<file path="config.mk">
export PLATFORM = sky130hd
export DESIGN_NAME = fib_requester
export DESIGN_NICKNAME = d
export VERILOG_FILES = /design/src/rtl/fib_requester.sv
export SDC_FILE = /design/constraint.sdc
export NUM_CORES = 1
export LEC_CHECK = 0
export CAP_MARGIN = 20
export CORE_UTILIZATION = 35
export DETAILED_ROUTE_END_ITERATION = 8
export PLACE_DENSITY = 0.67
export SYNTH_ARGS = -nofsm -noshare
export SYNTH_HDL_FRONTEND = slang
export SYNTH_SLANG_ARGS = --single-unit
</file>
<file path="constraint.sdc">
create_clock -name clk -period 2.69 [get_ports clk]
set_input_delay 0.538 -clock clk [delete_from_list [all_inputs] [get_ports clk]]
set_output_delay 0.538 -clock clk [all_outputs]
set_load 0.005 [all_outputs]
</file>
<file path="src/rtl/fib_requester.sv">
// fib_requester: issues one Fibonacci-core run per accepted index and returns result plus latency.
// Optional feature macro FIB_TIMEOUT_EN: WAIT gives up after TIMEOUT_CYCLES and flags rsp_timeout.
module fib_requester #(
  parameter int N_W            = 5,
  parameter int RES_W          = 128,
  parameter int START_GAP      = 2,
  parameter int TIMEOUT_CYCLES = 1023
) (
  input  logic             clk,
  input  logic             rst,
  input  logic             req_valid,
  output logic             req_ready,
  input  logic [N_W-1:0]   req_n,
  output logic             core_start,
  output logic [N_W-1:0]   core_n,
  input  logic             core_finish,
  input  logic [RES_W-1:0] core_result,
  output logic             rsp_valid,
  input  logic             rsp_ready,
  output logic [N_W-1:0]   rsp_n,
  output logic [RES_W-1:0] rsp_result,
  output logic [15:0]      rsp_cycles,
  output logic             rsp_timeout
);

  typedef enum logic [2:0] {S_IDLE, S_START, S_WAIT, S_RESP, S_GAP} state_t;

`ifdef FIB_TIMEOUT_EN
  localparam bit TIMEOUT_EN = 1'b1;
`else
  localparam bit TIMEOUT_EN = 1'b0;
`endif

  state_t           state_q, state_d;
  logic             finish_q;
  logic [N_W-1:0]   core_n_q, core_n_d;
  logic [N_W-1:0]   rsp_n_q, rsp_n_d;
  logic [RES_W-1:0] rsp_result_q, rsp_result_d;
  logic [15:0]      rsp_cycles_q, rsp_cycles_d;
  logic             rsp_timeout_q, rsp_timeout_d;
  logic [15:0]      gap_cnt_q, gap_cnt_d;
  logic [15:0]      cycles_inc;
  logic             finish_rise;
  logic             timeout_hit;
  logic             gap_done;

  // Only a fresh rising edge ends a run; a level left high by the previous run is ignored.
  assign finish_rise = core_finish && !finish_q;
  assign cycles_inc  = (rsp_cycles_q == 16'hFFFF) ? 16'hFFFF : rsp_cycles_q + 16'd1;
  assign timeout_hit = TIMEOUT_EN && (cycles_inc == 16'(TIMEOUT_CYCLES));
  assign gap_done    = (gap_cnt_q == 16'(START_GAP - 1));

  always_ff @(posedge clk or negedge rst) begin
    if (!rst) begin
      state_q       <= S_IDLE;
      finish_q      <= 1'b0;
      core_n_q      <= '0;
      rsp_n_q       <= '0;
      rsp_result_q  <= '0;
      rsp_cycles_q  <= '0;
      rsp_timeout_q <= 1'b0;
      gap_cnt_q     <= '0;
    end else begin
      state_q       <= state_d;
      finish_q      <= core_finish;
      core_n_q      <= core_n_d;
      rsp_n_q       <= rsp_n_d;
      rsp_result_q  <= rsp_result_d;
      rsp_cycles_q  <= rsp_cycles_d;
      rsp_timeout_q <= rsp_timeout_d;
      gap_cnt_q     <= gap_cnt_d;
    end
  end

  always_comb begin
    state_d = state_q;
    case (state_q)
      S_IDLE:  if (req_valid) state_d = S_START;
      S_START: state_d = S_WAIT;
      S_WAIT:  if (finish_rise || timeout_hit) state_d = S_RESP;
      S_RESP:  if (rsp_ready) state_d = (START_GAP == 0) ? S_IDLE : S_GAP;
      S_GAP:   if (gap_done) state_d = S_IDLE;
      default: state_d = S_IDLE;
    endcase
  end

  always_comb begin
    req_ready  = (state_q == S_IDLE);
    core_start = (state_q == S_START);
    rsp_valid  = (state_q == S_RESP);
  end

  always_comb begin
    core_n_d      = core_n_q;
    rsp_n_d       = rsp_n_q;
    rsp_result_d  = rsp_result_q;
    rsp_cycles_d  = rsp_cycles_q;
    rsp_timeout_d = rsp_timeout_q;
    gap_cnt_d     = gap_cnt_q;
    case (state_q)
      S_IDLE: begin
        if (req_valid) begin
          core_n_d = req_n;
          rsp_n_d  = req_n;
        end
      end
      S_START: rsp_cycles_d = '0;
      S_WAIT: begin
        rsp_cycles_d = cycles_inc;
        // A finish edge wins over a timeout landing in the same cycle.
        if (finish_rise) begin
          rsp_result_d  = core_result;
          rsp_timeout_d = 1'b0;
        end else if (timeout_hit) begin
          rsp_result_d  = '0;
          rsp_timeout_d = 1'b1;
        end
      end
      S_RESP:  gap_cnt_d = '0;
      S_GAP:   gap_cnt_d = gap_cnt_q + 16'd1;
      default: ;
    endcase
  end

  assign core_n      = core_n_q;
  assign rsp_n       = rsp_n_q;
  assign rsp_result  = rsp_result_q;
  assign rsp_cycles  = rsp_cycles_q;
  assign rsp_timeout = rsp_timeout_q;

endmodule

</file>
# Word-level counts from Yosys, hierarchy flattened
# Cells that the tools add are included.
dict set report word_totals {
  input_bits 138
  latchBits 0
  ramBits 0
  romBits 0
  memories 0
  register_bits 169
}
dict set report op_classes {
  bitwise_logic 0
  mux 8
  n_reduce_logical 8
  eq_ne 10
  shift 0
  addsub 2
  mul 0
  n_div 0
  n_lt_le_gt_ge 0
}
# operator count
set ops {}
lappend ops {{$pmux W16 S2} 2}
lappend ops {{$add A16 B1 Y16 const B} 2}
lappend ops {{$eq A16 B1 Y1 const B} 1}
lappend ops {{$eq A16 B16 Y1 const B} 1}
lappend ops {{$mux W16} 1}
lappend ops {{$pmux W3 S5} 1}
lappend ops {{$mux W3} 4}
lappend ops {{$eq A3 B2 Y1 const B} 2}
lappend ops {{$ne A2 B2 Y1 const B} 3}
lappend ops {{$reduce_and A2 Y1} 2}
lappend ops {{$reduce_and A4 Y1} 1}
lappend ops {{$reduce_bool A2 Y1} 2}
lappend ops {{$eq A3 B1 Y1 const B} 1}
lappend ops {{$eq A3 B3 Y1 const B} 1}
lappend ops {{$logic_not A3 Y1} 1}
lappend ops {{$ne A2 B1 Y1 const B} 1}
lappend ops {{$logic_and A1 B1 Y1} 1}
lappend ops {{$logic_not A1 Y1} 1}

# Depth between registers and ports, before layout
dict set report logic_depth {
  ltp_word 4
  mapped_depth 7
}

# Worst setup path after synthesis
# OpenSTA, ideal clock, no wires.
dict set report synth_path {
  path_kind {reg2reg}
  startpoint {register state_q[0]}
  endpoint {register rsp_result_q[0] (netlist: rsp_result[0])}
  slack_ps 706
  t_arrival_ps 1859
  required_ps 2565
  path_stages_with_launch 8
  cell_sequence {dfrtp_1 buf_6 or3b_1 buf_6 nor3b_4 buf_12 buf_12 mux2_4}
}
dict set report synth_via {
  elab_chain_len 2
}
# element line_no
set synth_lines {}
lappend synth_lines {{start: declaration} 34} ;# state_t state_q, state_d;
lappend synth_lines {{start signal: assignment} 64} ;# state_q <= state_d;
lappend synth_lines {{$eq A3 B2 Y1} 100} ;# case (state_q)
lappend synth_lines {{$reduce_and A2 Y1 (no source line)} -}
lappend synth_lines {{end signal: assignment} 68} ;# rsp_result_q <= rsp_result_d;
lappend synth_lines {{end: declaration} 38} ;# logic [RES_W-1:0] rsp_result_q, rsp_result_d;
# No other way between the ends.
# A chain may end at the register's enable or synchronous reset.

# Final worst setup path
dict set report layout_path {
  startpoint {register state_q[0]}
  endpoint {output core_start}
}
dict set report layout_via {
  elab_chain_len 1
}
# element line_no
set layout_lines {}
lappend layout_lines {{$eq A3 B1 Y1} 89} ;# core_start = (state_q == S_START);
lappend layout_lines {{end: declaration} 14} ;# output logic core_start,
# No other way between the ends.

==> metrics.md <==
| Metric | Value |
|---|---|
| Final design utilization | `54.4%` |
| WL/cell | `between 15 and 20 µm` |
| Cell area power density | `between 1000 and 1500 nW/µm²` |
| Die width | `between 100 and 150 µm` |
| Unique masters post-synth | `49` |
| RSZ-0062 raised after global routing | `false` |
| Synth area leader | `dfrtp_1` |
| Mean Syn Cell Area | `roughly 15 µm²` |
| Final Cycle Share | `a little over nine tenths` |
| Yosys top cell area share | `between 50% and 60%` |
| Area added between synthesis and finish | `50.4%` |
| Fin cells | `1068` |
| Row cnt | `52` |
| Min Tclk post-route | `2580 ps` |
| Hold Crit Class | `primary input to asynchronous set/reset pin` |
| Post-synthesis sequential area ratio | `between 50 and 60%` |
| Num Clock Sinks | `169` |
| Fin. max-slew vios | `0` |
| Crit end category | `output pin` |
| Post-CTS Hold Fix Bufs | `0` |
| Max Cap Violations | `0` |
| Number of antenna violations at the first check in global routing | `0` |
| Starting Density | `roughly 36%` |
| Post-synth top flop | `dfrtp_1` |
| Setup violations, final | `0` |
| Remaining Overflow, GRT | `0` |
| Avg Vias per Cell | `just under 5` |
| FFs w/ async S/R, synth | `between 90% and 100%` |
| Layout cells sized above 1 | `between 20% and 30%` |
| Htree depth | `4` |
| Placement-stage cell area | `10600 µm²` |
| Setup TNS | `0 ps` |
| Reg clk slew, reported paths | `~70 ps` |
| CP required | `approximately 2200 ps` |
| Placed insts | `~1000` |
| Post_cts resized | `0` |
| Die area | `~22000 µm²` |
| VDD IR max | `a little over 0.5 mV` |
| Synthesized area | `7410 µm²` |
| Final wirelength | `approximately 19000 µm` |
| GRT Overall Usage | `approximately 18%` |
| Final Power | `11.8 mW` |
| Core area | `between 20000 and 25000 µm²` |
| Vias | `roughly 5200` |
| CP Launch Type | `register` |
| Number of port buffers | `294` |
| Global-route wire length before repair | `around 30000 µm` |
| Leak Pwr | `around 4.8 nW` |
| Net total in the final layout | `slightly above 900` |
| Largest net degree at the start of global routing | `68` |
| Die Ht | `between 100 and 150 µm` |
| CTS root buf | `clkbuf_16` |
| Vias in the first global route | `approximately 5300` |
| WP data arrival | `around 2000 ps` |
| Synth top area cells | `dfrtp_1, mux2_4, mux2_1, buf_12, mux2_2` |
| Post-route DRC | `0` |
| IO Count | `between 200 and 300` |
| Antenna diodes | `0` |
| Mapped Nets | `approximately 630` |
| Final Hold Fails | `0` |
| Max Buffers Root-to-Sink | `2` |
| Tightest Pin Transition | `~670 ps` |
| CTS tree | `built` |
| Count leader, synth | `dfrtp_1` |
| Post-route cell area | `about 11000 µm²` |
| Detailed placement HPWL | `14200 µm` |
| #FFs+latches synth | `169` |
| DR iter-0 viols | `~150` |
| Synth warnings | `0` |
| Synth cell count leaders | `dfrtp_1, mux2_4, mux2_1` |
| Status | `complete, no violations` |
| Pre-antenna DRT Iters | `4` |
| EDFF count, synth | `0` |
| CTS buffer count | `17` |
| Setup bufs post-CTS | `0` |
| CP max FO | `10` |
| Clock skew | `just under 10 ps` |
| Achievable frequency | `0.388 GHz` |
| Relative slew margins | `a little under three fifths` |
| Setup CP Type | `register to output pin` |
| Post-Syn Instances | `about 490` |
| Clock Latency Late Sink | `approximately 410 ps` |
| RD Place Congestion | `0.838` |
| Post-route ant nets | `0` |
-- sequential cells by signal, indices dropped and copies added, names as in the netlist --
signal and flops:
rsp_n 5, gap_cnt_q 16, finish_q 1, rsp_cycles 16
state_q 3, rsp_result 128
-- layout by cell type (no fill, tap or decap), types with 3 or more instances in the layout --
| cell type | Yosys | routed |
|---|---|---|
| nand3_1 | 13 | 13 |
| nor3b_1 | 3 | 3 |
| clkdlybuf4s50_1 | 0 | 293 |
| nand4_1 | 7 | 7 |
| mux2_4 | 100 | 100 |
| and4_1 | 3 | 3 |
| inv_1 | 6 | 6 |
| nor2_1 | 12 | 12 |
| o21ai_0 | 9 | 9 |
| mux2_2 | 13 | 13 |
| nor4_1 | 6 | 6 |
| mux2_1 | 20 | 20 |
| buf_12 | 11 | 8 |
| and3_1 | 5 | 5 |
| inv_6 | 0 | 6 |
| o31ai_1 | 3 | 3 |
| nor3_1 | 11 | 11 |
| clkbuf_16 | 0 | 17 |
| a21oi_1 | 11 | 11 |
| dfrtp_1 | 169 | 169 |
| buf_4 | 6 | 6 |
| a31oi_1 | 8 | 8 |
| and2_1 | 4 | 4 |
| ha_1 | 3 | 3 |
| mux2i_1 | 5 | 5 |
| nand2_1 | 16 | 16 |
-- where the power goes --
part           switching, mW  total (mW)  internal, mW
logic                   1.52        5.06          3.55
clock network           1.07        2.46          1.39
registers              0.680        4.32          3.64
-- worst max-delay path, cell delays in order (launching register included) --
cell             delay [ps]
dfrtp_1                 510
nor2b_2                 260
nand2b_1                110
inv_2                   190
clkdlybuf4s50_1         550
-- cells by family (layout without fill, tap and decap cells) --
kind of cell	count (synthesis)	after routing	synth area share, %
other	1	1	0.0506
multiplexers	138	138	25.9
adder cells (fa/ha/maj)	3	3	0.506
AO/OA/AOI/OAI	46	46	4.09
buffers and inverters	35	347	5.00
AND/OR/NAND/NOR	94	94	7.36
flip-flops	169	169	57.1
-- layer usage --
metal	GRT usage [%]	wire [µm]	vias up
li1	-	-	2361
met1	21.7	7930	2604
met2	30.9	9810	170
met3	4.07	992	16
met4	5.72	292	0
met5	0	0	-
-- layout make-up --
cell class / count / area [µm²]
clock inverter: 14 / 159
multi-input combinational: 282 / 2820
timing repair buffer: 308 / 3150
clock buffer: 18 / 429
sequential: 169 / 4230
inverter: 7 / 26.3
fill: 1675 / 9350
tap: 270 / 338
-- path summary, 6_finish.rpt --
| kind | startpoint | to | slack, ps | cells past startpoint |
|---|---|---|---|---|
| min | rst | rsp_result[51]$_DFFE_PN0P_ | 40 | 1 |
| min reg2reg | gap_cnt_q[15]$_DFFE_PN0P_ | gap_cnt_q[15]$_DFFE_PN0P_ | 480 | 1 |
| max reg2reg | state_q[0]$_DFFE_PN0P_ | rsp_result[101]$_DFFE_PN0P_ | 320 | 5 |
| max in group asynchronous | rst | rsp_result[94]$_DFFE_PN0P_ | 1940 | 2 |
| max | state_q[0]$_DFFE_PN0P_ | core_start | 110 | 4 |
| min in group clk | gap_cnt_q[15]$_DFFE_PN0P_ | gap_cnt_q[15]$_DFFE_PN0P_ | 480 | 1 |
-- per-stage QoR --
stage | setup slack [ps] | hold WS (ps)
detailed placement | 327 | 476
floorplan | 706 | 242
CTS | 44.3 | 34.1
global route | 16.7 | 46.7
finish | 110 | 39.9
global placement | 390 | 469
Power figures use the tool's default switching activity.
